--- config.mk ---
export PLATFORM = sky130hd
export DESIGN_NAME = digit_string_renderer_flat
export DESIGN_NICKNAME = d
export VERILOG_FILES = /design/src/rtl/digit_string_renderer_if.sv /design/src/rtl/digit_string_renderer.sv /design/src/flat_wrapper.sv
export SDC_FILE = /design/constraint.sdc
export NUM_CORES = 1
export LEC_CHECK = 0
export CAP_MARGIN = 20
export CORE_ASPECT_RATIO = 0.7
export CORE_MARGIN = 2
export CORE_UTILIZATION = 49
export DETAILED_ROUTE_END_ITERATION = 8
export GPL_TIMING_DRIVEN = 0
export PLACE_DENSITY_LB_ADDON = 0.2
export SLEW_MARGIN = 20
export SYNTH_ARGS = -nofsm -noshare
export SYNTH_HDL_FRONTEND = slang
export SYNTH_SLANG_ARGS = --single-unit
--- constraint.sdc ---
create_clock -name clk -period 4 [get_ports clk]
set_input_delay 0.4 -clock clk [delete_from_list [all_inputs] [get_ports clk]]
set_output_delay 0.4 -clock clk [all_outputs]
set_load 0.03 [all_outputs]
--- src/rtl/digit_string_renderer_if.sv ---
`default_nettype none
// ============================================================================
// Module   : digit_string_renderer_if
// Brief    : Digit load/commit and pixel-stream signals of the readout renderer.
// Revision : 1.0
// ============================================================================
interface digit_string_renderer_if #(
  parameter int NUM_DIGITS = 9,
  parameter int XW         = 11,
  parameter int YW         = 10
);
  logic                    frame_start;
  logic [4*NUM_DIGITS-1:0] digits_in;
  logic                    digits_load;
  logic                    lz_blank;
  logic                    pix_valid;
  logic [XW-1:0]           pix_x;
  logic [YW-1:0]           pix_y;
  logic                    pix_on;
  logic                    pix_on_valid;
  logic                    load_pending;

  modport master (
    output frame_start, digits_in, digits_load, lz_blank, pix_valid, pix_x, pix_y,
    input  pix_on, pix_on_valid, load_pending
  );

  modport slave (
    input  frame_start, digits_in, digits_load, lz_blank, pix_valid, pix_x, pix_y,
    output pix_on, pix_on_valid, load_pending
  );
endinterface
`default_nettype wire

--- src/rtl/digit_string_renderer.sv ---
`default_nettype none
// ============================================================================
// Module   : digit_string_renderer
// Brief    : Double-buffered BCD string to 2-stage registered glyph pixel bit.
// Revision : 1.0
// ============================================================================
module digit_string_renderer #(
  parameter int NUM_DIGITS = 9,
  parameter int X0         = 0,
  parameter int Y0         = 0,
  parameter int SCALE_LOG2 = 0,
  parameter int XW         = 11,
  parameter int YW         = 10
) (
  input  logic                    clk,
  input  logic                    rst,
  digit_string_renderer_if.slave  bus
);
  localparam int c_dw   = ((XW > YW) ? XW : YW) + 1;
  localparam int c_xlen = (NUM_DIGITS * 16) << SCALE_LOG2;
  localparam int c_ylen = 16 << SCALE_LOG2;
  localparam logic [3:0] c_code_blank = 4'd10;

  logic [4*NUM_DIGITS-1:0] r_staging;
  logic [4*NUM_DIGITS-1:0] r_active;
  logic [NUM_DIGITS-1:0]   r_blank;
  logic                    r_pending;

  logic [4*NUM_DIGITS-1:0] w_src;
  logic [NUM_DIGITS-1:0]   w_mask;
  logic                    w_allz;

  logic [c_dw-1:0] w_dx, w_dy, w_dxs;
  logic            w_inreg;
  logic [3:0]      w_code;

  logic       r_s1_valid, r_s1_inreg;
  logic [3:0] r_s1_code, r_s1_row, r_s1_col;
  logic       r_pix_on, r_pix_on_valid;
  logic [15:0] w_word;
  logic        w_bit;

  // Segment-style font: a=top, b/f=upper sides, c/e=lower sides, d=bottom, g=middle (row 7).
  function automatic logic [15:0] font_row(input logic [3:0] code, input logic [3:0] row);
    logic [6:0]  seg;
    logic [15:0] up, lo, word;
    seg = 7'b0;
    case (code)
      4'd0:    seg = 7'b1111110;
      4'd2:    seg = 7'b1101101;
      4'd3:    seg = 7'b1111001;
      4'd4:    seg = 7'b0110011;
      4'd5:    seg = 7'b1011011;
      4'd6:    seg = 7'b1011111;
      4'd7:    seg = 7'b1110000;
      4'd8:    seg = 7'b1111111;
      4'd9:    seg = 7'b1111011;
      default: seg = 7'b0;
    endcase
    up = (seg[1] ? 16'h4000 : 16'h0) | (seg[5] ? 16'h0002 : 16'h0);
    lo = (seg[2] ? 16'h4000 : 16'h0) | (seg[4] ? 16'h0002 : 16'h0);
    if (row == 4'd0)       word = seg[6] ? 16'h7FFE : up;
    else if (row < 4'd7)   word = up;
    else if (row == 4'd7)  word = seg[0] ? 16'h7FFE : up;
    else if (row < 4'd15)  word = lo;
    else                   word = seg[3] ? 16'h7FFE : lo;
    if (code == 4'd1)
      word = 16'h0180;
    else if (code == 4'd11)
      word = (row == 4'd7 || row == 4'd8) ? 16'h3FFC : 16'h0000;
    return word;
  endfunction

  // Blank mask for whatever is about to be committed; a same-cycle load bypasses staging.
  always_comb begin
    w_src  = bus.digits_load ? bus.digits_in : r_staging;
    w_mask = '0;
    w_allz = 1'b1;
    for (int k = NUM_DIGITS - 1; k >= 1; k--) begin
      w_allz    = w_allz & (w_src[4*k +: 4] == 4'd0);
      w_mask[k] = bus.lz_blank & w_allz;
    end
  end

  always_ff @(posedge clk) begin
    if (rst) begin
      r_staging <= '0;
      r_active  <= {NUM_DIGITS{c_code_blank}};
      r_blank   <= '0;
      r_pending <= 1'b0;
    end else begin
      if (bus.frame_start && (bus.digits_load || r_pending)) begin
        r_active  <= w_src;
        r_blank   <= w_mask;
        r_pending <= 1'b0;
      end
      if (bus.digits_load) begin
        r_staging <= bus.digits_in;
        if (!bus.frame_start)
          r_pending <= 1'b1;
      end
    end
  end

  // Geometry: unsigned subtraction in a widened field; a set MSB means left/above the string.
  always_comb begin
    w_dx    = c_dw'(bus.pix_x) - c_dw'(X0);
    w_dy    = c_dw'(bus.pix_y) - c_dw'(Y0);
    w_dxs   = w_dx >> (4 + SCALE_LOG2);
    w_inreg = !w_dx[c_dw-1] && !w_dy[c_dw-1] &&
              (w_dx < c_dw'(c_xlen)) && (w_dy < c_dw'(c_ylen));
    w_code  = c_code_blank;
    for (int k = 0; k < NUM_DIGITS; k++) begin
      if (w_inreg && (w_dxs == c_dw'(NUM_DIGITS - 1 - k)) && !r_blank[k])
        w_code = r_active[4*k +: 4];
    end
  end

  always_ff @(posedge clk) begin
    if (rst) begin
      r_s1_valid <= 1'b0;
      r_s1_inreg <= 1'b0;
      r_s1_code  <= c_code_blank;
      r_s1_row   <= 4'd0;
      r_s1_col   <= 4'd0;
    end else begin
      r_s1_valid <= bus.pix_valid;
      r_s1_inreg <= w_inreg;
      r_s1_code  <= w_code;
      r_s1_row   <= w_dy[SCALE_LOG2 +: 4];
      r_s1_col   <= w_dx[SCALE_LOG2 +: 4];
    end
  end

  always_comb begin
    w_word = font_row(r_s1_code, r_s1_row);
    w_bit  = w_word[4'd15 - r_s1_col];
  end

  always_ff @(posedge clk) begin
    if (rst) begin
      r_pix_on       <= 1'b0;
      r_pix_on_valid <= 1'b0;
    end else begin
      r_pix_on       <= r_s1_valid & r_s1_inreg & w_bit;
      r_pix_on_valid <= r_s1_valid;
    end
  end

  assign bus.pix_on       = r_pix_on;
  assign bus.pix_on_valid = r_pix_on_valid;
  assign bus.load_pending = r_pending;
endmodule
`default_nettype wire

--- src/flat_wrapper.sv ---
// flat-port wrapper written by rule: the top's interface ports become plain ports
module digit_string_renderer_flat 
#(
  parameter int NUM_DIGITS = 9,
  parameter int X0         = 0,
  parameter int Y0         = 0,
  parameter int SCALE_LOG2 = 0,
  parameter int XW         = 11,
  parameter int YW         = 10
)
  (clk, rst, bus_frame_start, bus_digits_in, bus_digits_load, bus_lz_blank, bus_pix_valid, bus_pix_x, bus_pix_y, bus_pix_on, bus_pix_on_valid, bus_load_pending);
  digit_string_renderer_if #(.NUM_DIGITS(NUM_DIGITS), .XW(XW), .YW(YW)) bus_i ();
  input  logic clk;
  input  logic rst;
  input wire logic [$bits(bus_i.frame_start)-1:0] bus_frame_start;
  input wire logic [$bits(bus_i.digits_in)-1:0] bus_digits_in;
  input wire logic [$bits(bus_i.digits_load)-1:0] bus_digits_load;
  input wire logic [$bits(bus_i.lz_blank)-1:0] bus_lz_blank;
  input wire logic [$bits(bus_i.pix_valid)-1:0] bus_pix_valid;
  input wire logic [$bits(bus_i.pix_x)-1:0] bus_pix_x;
  input wire logic [$bits(bus_i.pix_y)-1:0] bus_pix_y;
  output wire logic [$bits(bus_i.pix_on)-1:0] bus_pix_on;
  output wire logic [$bits(bus_i.pix_on_valid)-1:0] bus_pix_on_valid;
  output wire logic [$bits(bus_i.load_pending)-1:0] bus_load_pending;
  assign bus_i.frame_start = bus_frame_start;
  assign bus_i.digits_in = bus_digits_in;
  assign bus_i.digits_load = bus_digits_load;
  assign bus_i.lz_blank = bus_lz_blank;
  assign bus_i.pix_valid = bus_pix_valid;
  assign bus_i.pix_x = bus_pix_x;
  assign bus_i.pix_y = bus_pix_y;
  assign bus_pix_on = bus_i.pix_on;
  assign bus_pix_on_valid = bus_i.pix_on_valid;
  assign bus_load_pending = bus_i.load_pending;
  digit_string_renderer #(.NUM_DIGITS(NUM_DIGITS), .X0(X0), .Y0(Y0), .SCALE_LOG2(SCALE_LOG2), .XW(XW), .YW(YW)) u_core (.clk(clk), .rst(rst), .bus(bus_i));
endmodule
==> results_dict.tcl <==
set metrics [dict create \
    finish.net_count 627 \
    slew_viol_final 0 \
    detail_route.drc_violations 0 \
    detail-route-antenna-nets 0 \
    synthTopCellsByArea "sky130_fd_sc_hd__dfxtp_1, sky130_fd_sc_hd__mux2i_1, sky130_fd_sc_hd__nor2_1, sky130_fd_sc_hd__a211o_1, sky130_fd_sc_hd__a211oi_1" \
    worst_path_dominant_cell_family "simple AND/OR/NAND/NOR gates" \
    worst_ep_arrival_time_ns 3.71 \
    power_per_cell_area_nw_per_um2 408 \
    post_synth_most_frequent_cells "sky130_fd_sc_hd__dfxtp_1, sky130_fd_sc_hd__nor2_1, sky130_fd_sc_hd__mux2i_1" \
    post_synthesis_average_cell_area_sq_um 9.37 \
    via_count 3861 \
    worst_slew_pin_slew_ns 0.915 \
    floorplan.die_area_sq_um 10100 \
    top_layer "met4" \
    ys.warnings.count 0 \
    power.ir.vdd_worst_v 0.000329 \
    synth_enable_flop_cells 0 \
    grt_setup_unrepaired "no" \
    cts-htree-levels 3 \
    synthesis.area_sq_um 4550 \
    comb_power_share_pct 12.6 \
    floorplan.core_area_sq_um 9030 \
    worst_clock_skew_ns 0.00678 \
    grt_pass1_vias 3642 \
    ys.flop_type "sky130_fd_sc_hd__dfxtp_1" \
    cts_tree "done" \
    firstDrtPassIters 5 \
    timing.final.crit_share_pct 86.6 \
    layout_filler_cell_count 763 \
    total_negative_slack_ns 0 \
    dr.first_iter.drc_count 276 \
    grt_start_max_net_pins 17 \
    endpoint_type_of_the_worst_setup_path "register" \
    detailedPlacementHpwl_um 9230 \
    routed_wl_um 12000 \
    port-buffer-count 63 \
    clock_path_buffers 2 \
    num_rows 29 \
    crit_path_cell_trace "clkdlybuf4s50_1 -> nor4b_1 -> nand2b_1 -> a32oi_1 -> o311ai_0 -> a21o_1 -> inv_1 -> ha_1 -> or2_2 -> a31o_2" \
    synth-async-reset-ratio_pct 0 \
    critical-path-slowest-cell "sky130_fd_sc_hd__nor4b_1" \
    worst-endpoint-required_ns 4.24 \
    leakagePower_nw 2.21 \
    synth_cells 485 \
    initial_core_util_pct 50.3 \
    antenna_found_initial 0 \
    switching_share_pct 24.6 \
    cts_buffers 9 \
    synth_nets 553 \
    finalHoldViolCount 0 \
    fin_crit_ns 3.46 \
    worstPathMaxFanout 9 \
    wl_met1_um 6070 \
    hold-worst-slack_ns 0.416 \
    finalSetupViolations 0 \
    drive_above_1_share_pct 7.80 \
    run_status "finished clean" \
    routedWlPerCell_um 17.4 \
    clkLatencyLatePin_ns 0.35 \
    largest_area_contributor_in_the_synthesized_netlist "sky130_fd_sc_hd__dfxtp_1" \
    sequentialPowerShare_pct 49.0 \
    grtUsageTotal_pct 24.6 \
    total_switching_power_uw 565 \
    cts-root-buf "sky130_fd_sc_hd__clkbuf_16" \
    grt.overflow.total 0 \
    cts-hold-fix-buffers 0 \
    boundaryPins 66 \
    synth.ff_latch_count 104 \
    power.internal_mw 1.74 \
    floorplan.die.width_um 119 \
    maxCapViolations 0 \
    vias_per_cell 5.61 \
    clock_sinks 104 \
    critPathBufInv 2 \
    holdCritPathClass "in -> reg" \
    worstSetupPathType "in -> reg" \
    route.met2.wl_um 5150 \
    postCtsResizedCells 0 \
    die_h_um 84.6 \
    synth.top_cell.area_share_pct 45.8 \
    grt_pass1_wl_um 19000 \
    max_clk_rate_mhz 289 \
    final_wtd_congestion 0.934 \
    max_slew_margin_pct 39.0 \
    cts_post_setup_buffers_inserted 0 \
    cell_with_the_most_instances_after_synthesis "sky130_fd_sc_hd__dfxtp_1" \
    wl_met3_um 645 \
    yosysSeqAreaShare_pct 45.8 \
    cp-start-kind "input port" \
    max_stage_delay_ns 0.84 \
    insertedDiodeCount 0 \
    cts.clk_slew.worst_paths_ns 0.06 \
    area_growth_syn_to_layout_pct 23.9 \
    ys_types 60 \
    share_clk_of_total_power_pct 38.4 \
]
==> per-stage QoR <==
stage          cell area, sq um  instances  worst slack (ns)  util (%)  total power, mW
2_1_floorplan              4550        485              1.16         -             1.30
3_3_place_gp               5330        672             0.247      59.0             1.43
3_5_place_dp               5330        672             0.239      59.0             1.44
4_1_cts                    5630        688             0.621      62.3             2.31
5_1_grt                    5630        688             0.357      62.3             2.39
6_report                   5630        688             0.536      62.3             2.30
==> registers in the layout (all words and copies together), names as in the netlist, named ones only <==
| register | count |
|---|---|
| u_core.r_blank | 8 |
| u_core.bus.pix_on | 1 |
| u_core.bus.pix_on_valid | 1 |
| u_core.r_s1_valid | 1 |
| u_core.bus.load_pending | 1 |
| u_core.r_s1_inreg | 1 |
| u_core.r_staging | 36 |
| u_core.r_active | 36 |
| u_core.r_s1_code | 4 |
| u_core.r_s1_row | 4 |
| u_core.r_s1_col | 4 |
==> layout by cell type, fill, tap and decap left out, types with 5 or more instances in the layout <==
master                            netlist  layout
sky130_fd_sc_hd__inv_1                  9       9
sky130_fd_sc_hd__ha_1                   5       5
sky130_fd_sc_hd__o21ai_0                8       8
sky130_fd_sc_hd__a21o_1                 7       7
sky130_fd_sc_hd__nor3_1                14      14
sky130_fd_sc_hd__mux2i_1               40      40
sky130_fd_sc_hd__nor3b_1                8       8
sky130_fd_sc_hd__dfxtp_1              104     104
sky130_fd_sc_hd__clkdlybuf4s50_1        0      63
sky130_fd_sc_hd__nand2_1               15      15
sky130_fd_sc_hd__nor4_1                 8       8
sky130_fd_sc_hd__a211oi_1              20      20
sky130_fd_sc_hd__nor2b_1               13      13
sky130_fd_sc_hd__a22oi_1                7       7
sky130_fd_sc_hd__a211o_1               18      18
sky130_fd_sc_hd__clkbuf_1              22      24
sky130_fd_sc_hd__nand2b_1               5       5
sky130_fd_sc_hd__clkbuf_16              0       9
sky130_fd_sc_hd__a21oi_1               10      10
sky130_fd_sc_hd__nor2_1                95      95
==> power groups by stage <==
| stage | clock (mW) | sequential, mW | combinational (mW) |
|---|---|---|---|
| after floorplan | 0 | 1.14 | 0.165 |
| after global placement | 0 | 1.15 | 0.280 |
| after detailed placement | 0 | 1.15 | 0.287 |
| after CTS | 0.900 | 1.13 | 0.288 |
| after global routing | 0.940 | 1.13 | 0.314 |
| final | 0.884 | 1.13 | 0.290 |
==> cells by family (layout without fill, tap and decap cells) <==
kind of cell | count (synthesis) | count (layout) | share of synthesized area, %
compound gates | 104 | 104 | 17.5
fa+ha+maj | 5 | 5 | 1.38
buf+inv | 39 | 118 | 3.66
flops | 104 | 104 | 45.8
mux | 43 | 43 | 9.80
simple gates | 190 | 190 | 21.9
==> per-layer routing <==
layer	track usage [%]	up-vias
met3	6.18	10
met2	37.9	88
met5	0	-
met1	34.6	1865
li1	-	1898
met4	6.39	0
==> path summary, 6_finish.rpt <==
kind	cells past startpoint	start	end	slack [ns]
max	10	bus_pix_x[6]	register	0.54
min	2	bus_pix_x[7]	u_core.r_s1_inreg	0.42
max reg2reg	9	u_core.r_blank[2]	register	1.05
min reg2reg	2	u_core.r_s1_inreg	u_core.bus.pix_on	0.44
==> cell type report <==
type | count | area (sq um) | area share [%]
inverter | 9 | 33.8 | 0.600
buffer | 30 | 133 | 2.36
sequential | 104 | 2080 | 37.0
timing repair buffer | 63 | 631 | 11.2
clock inverter | 4 | 53.8 | 0.955
tap | 124 | 155 | 2.75
clock buffer | 12 | 246 | 4.38
multi-input combinational | 342 | 2300 | 40.8
Note: power is estimated with default switching activity, not from simulation.
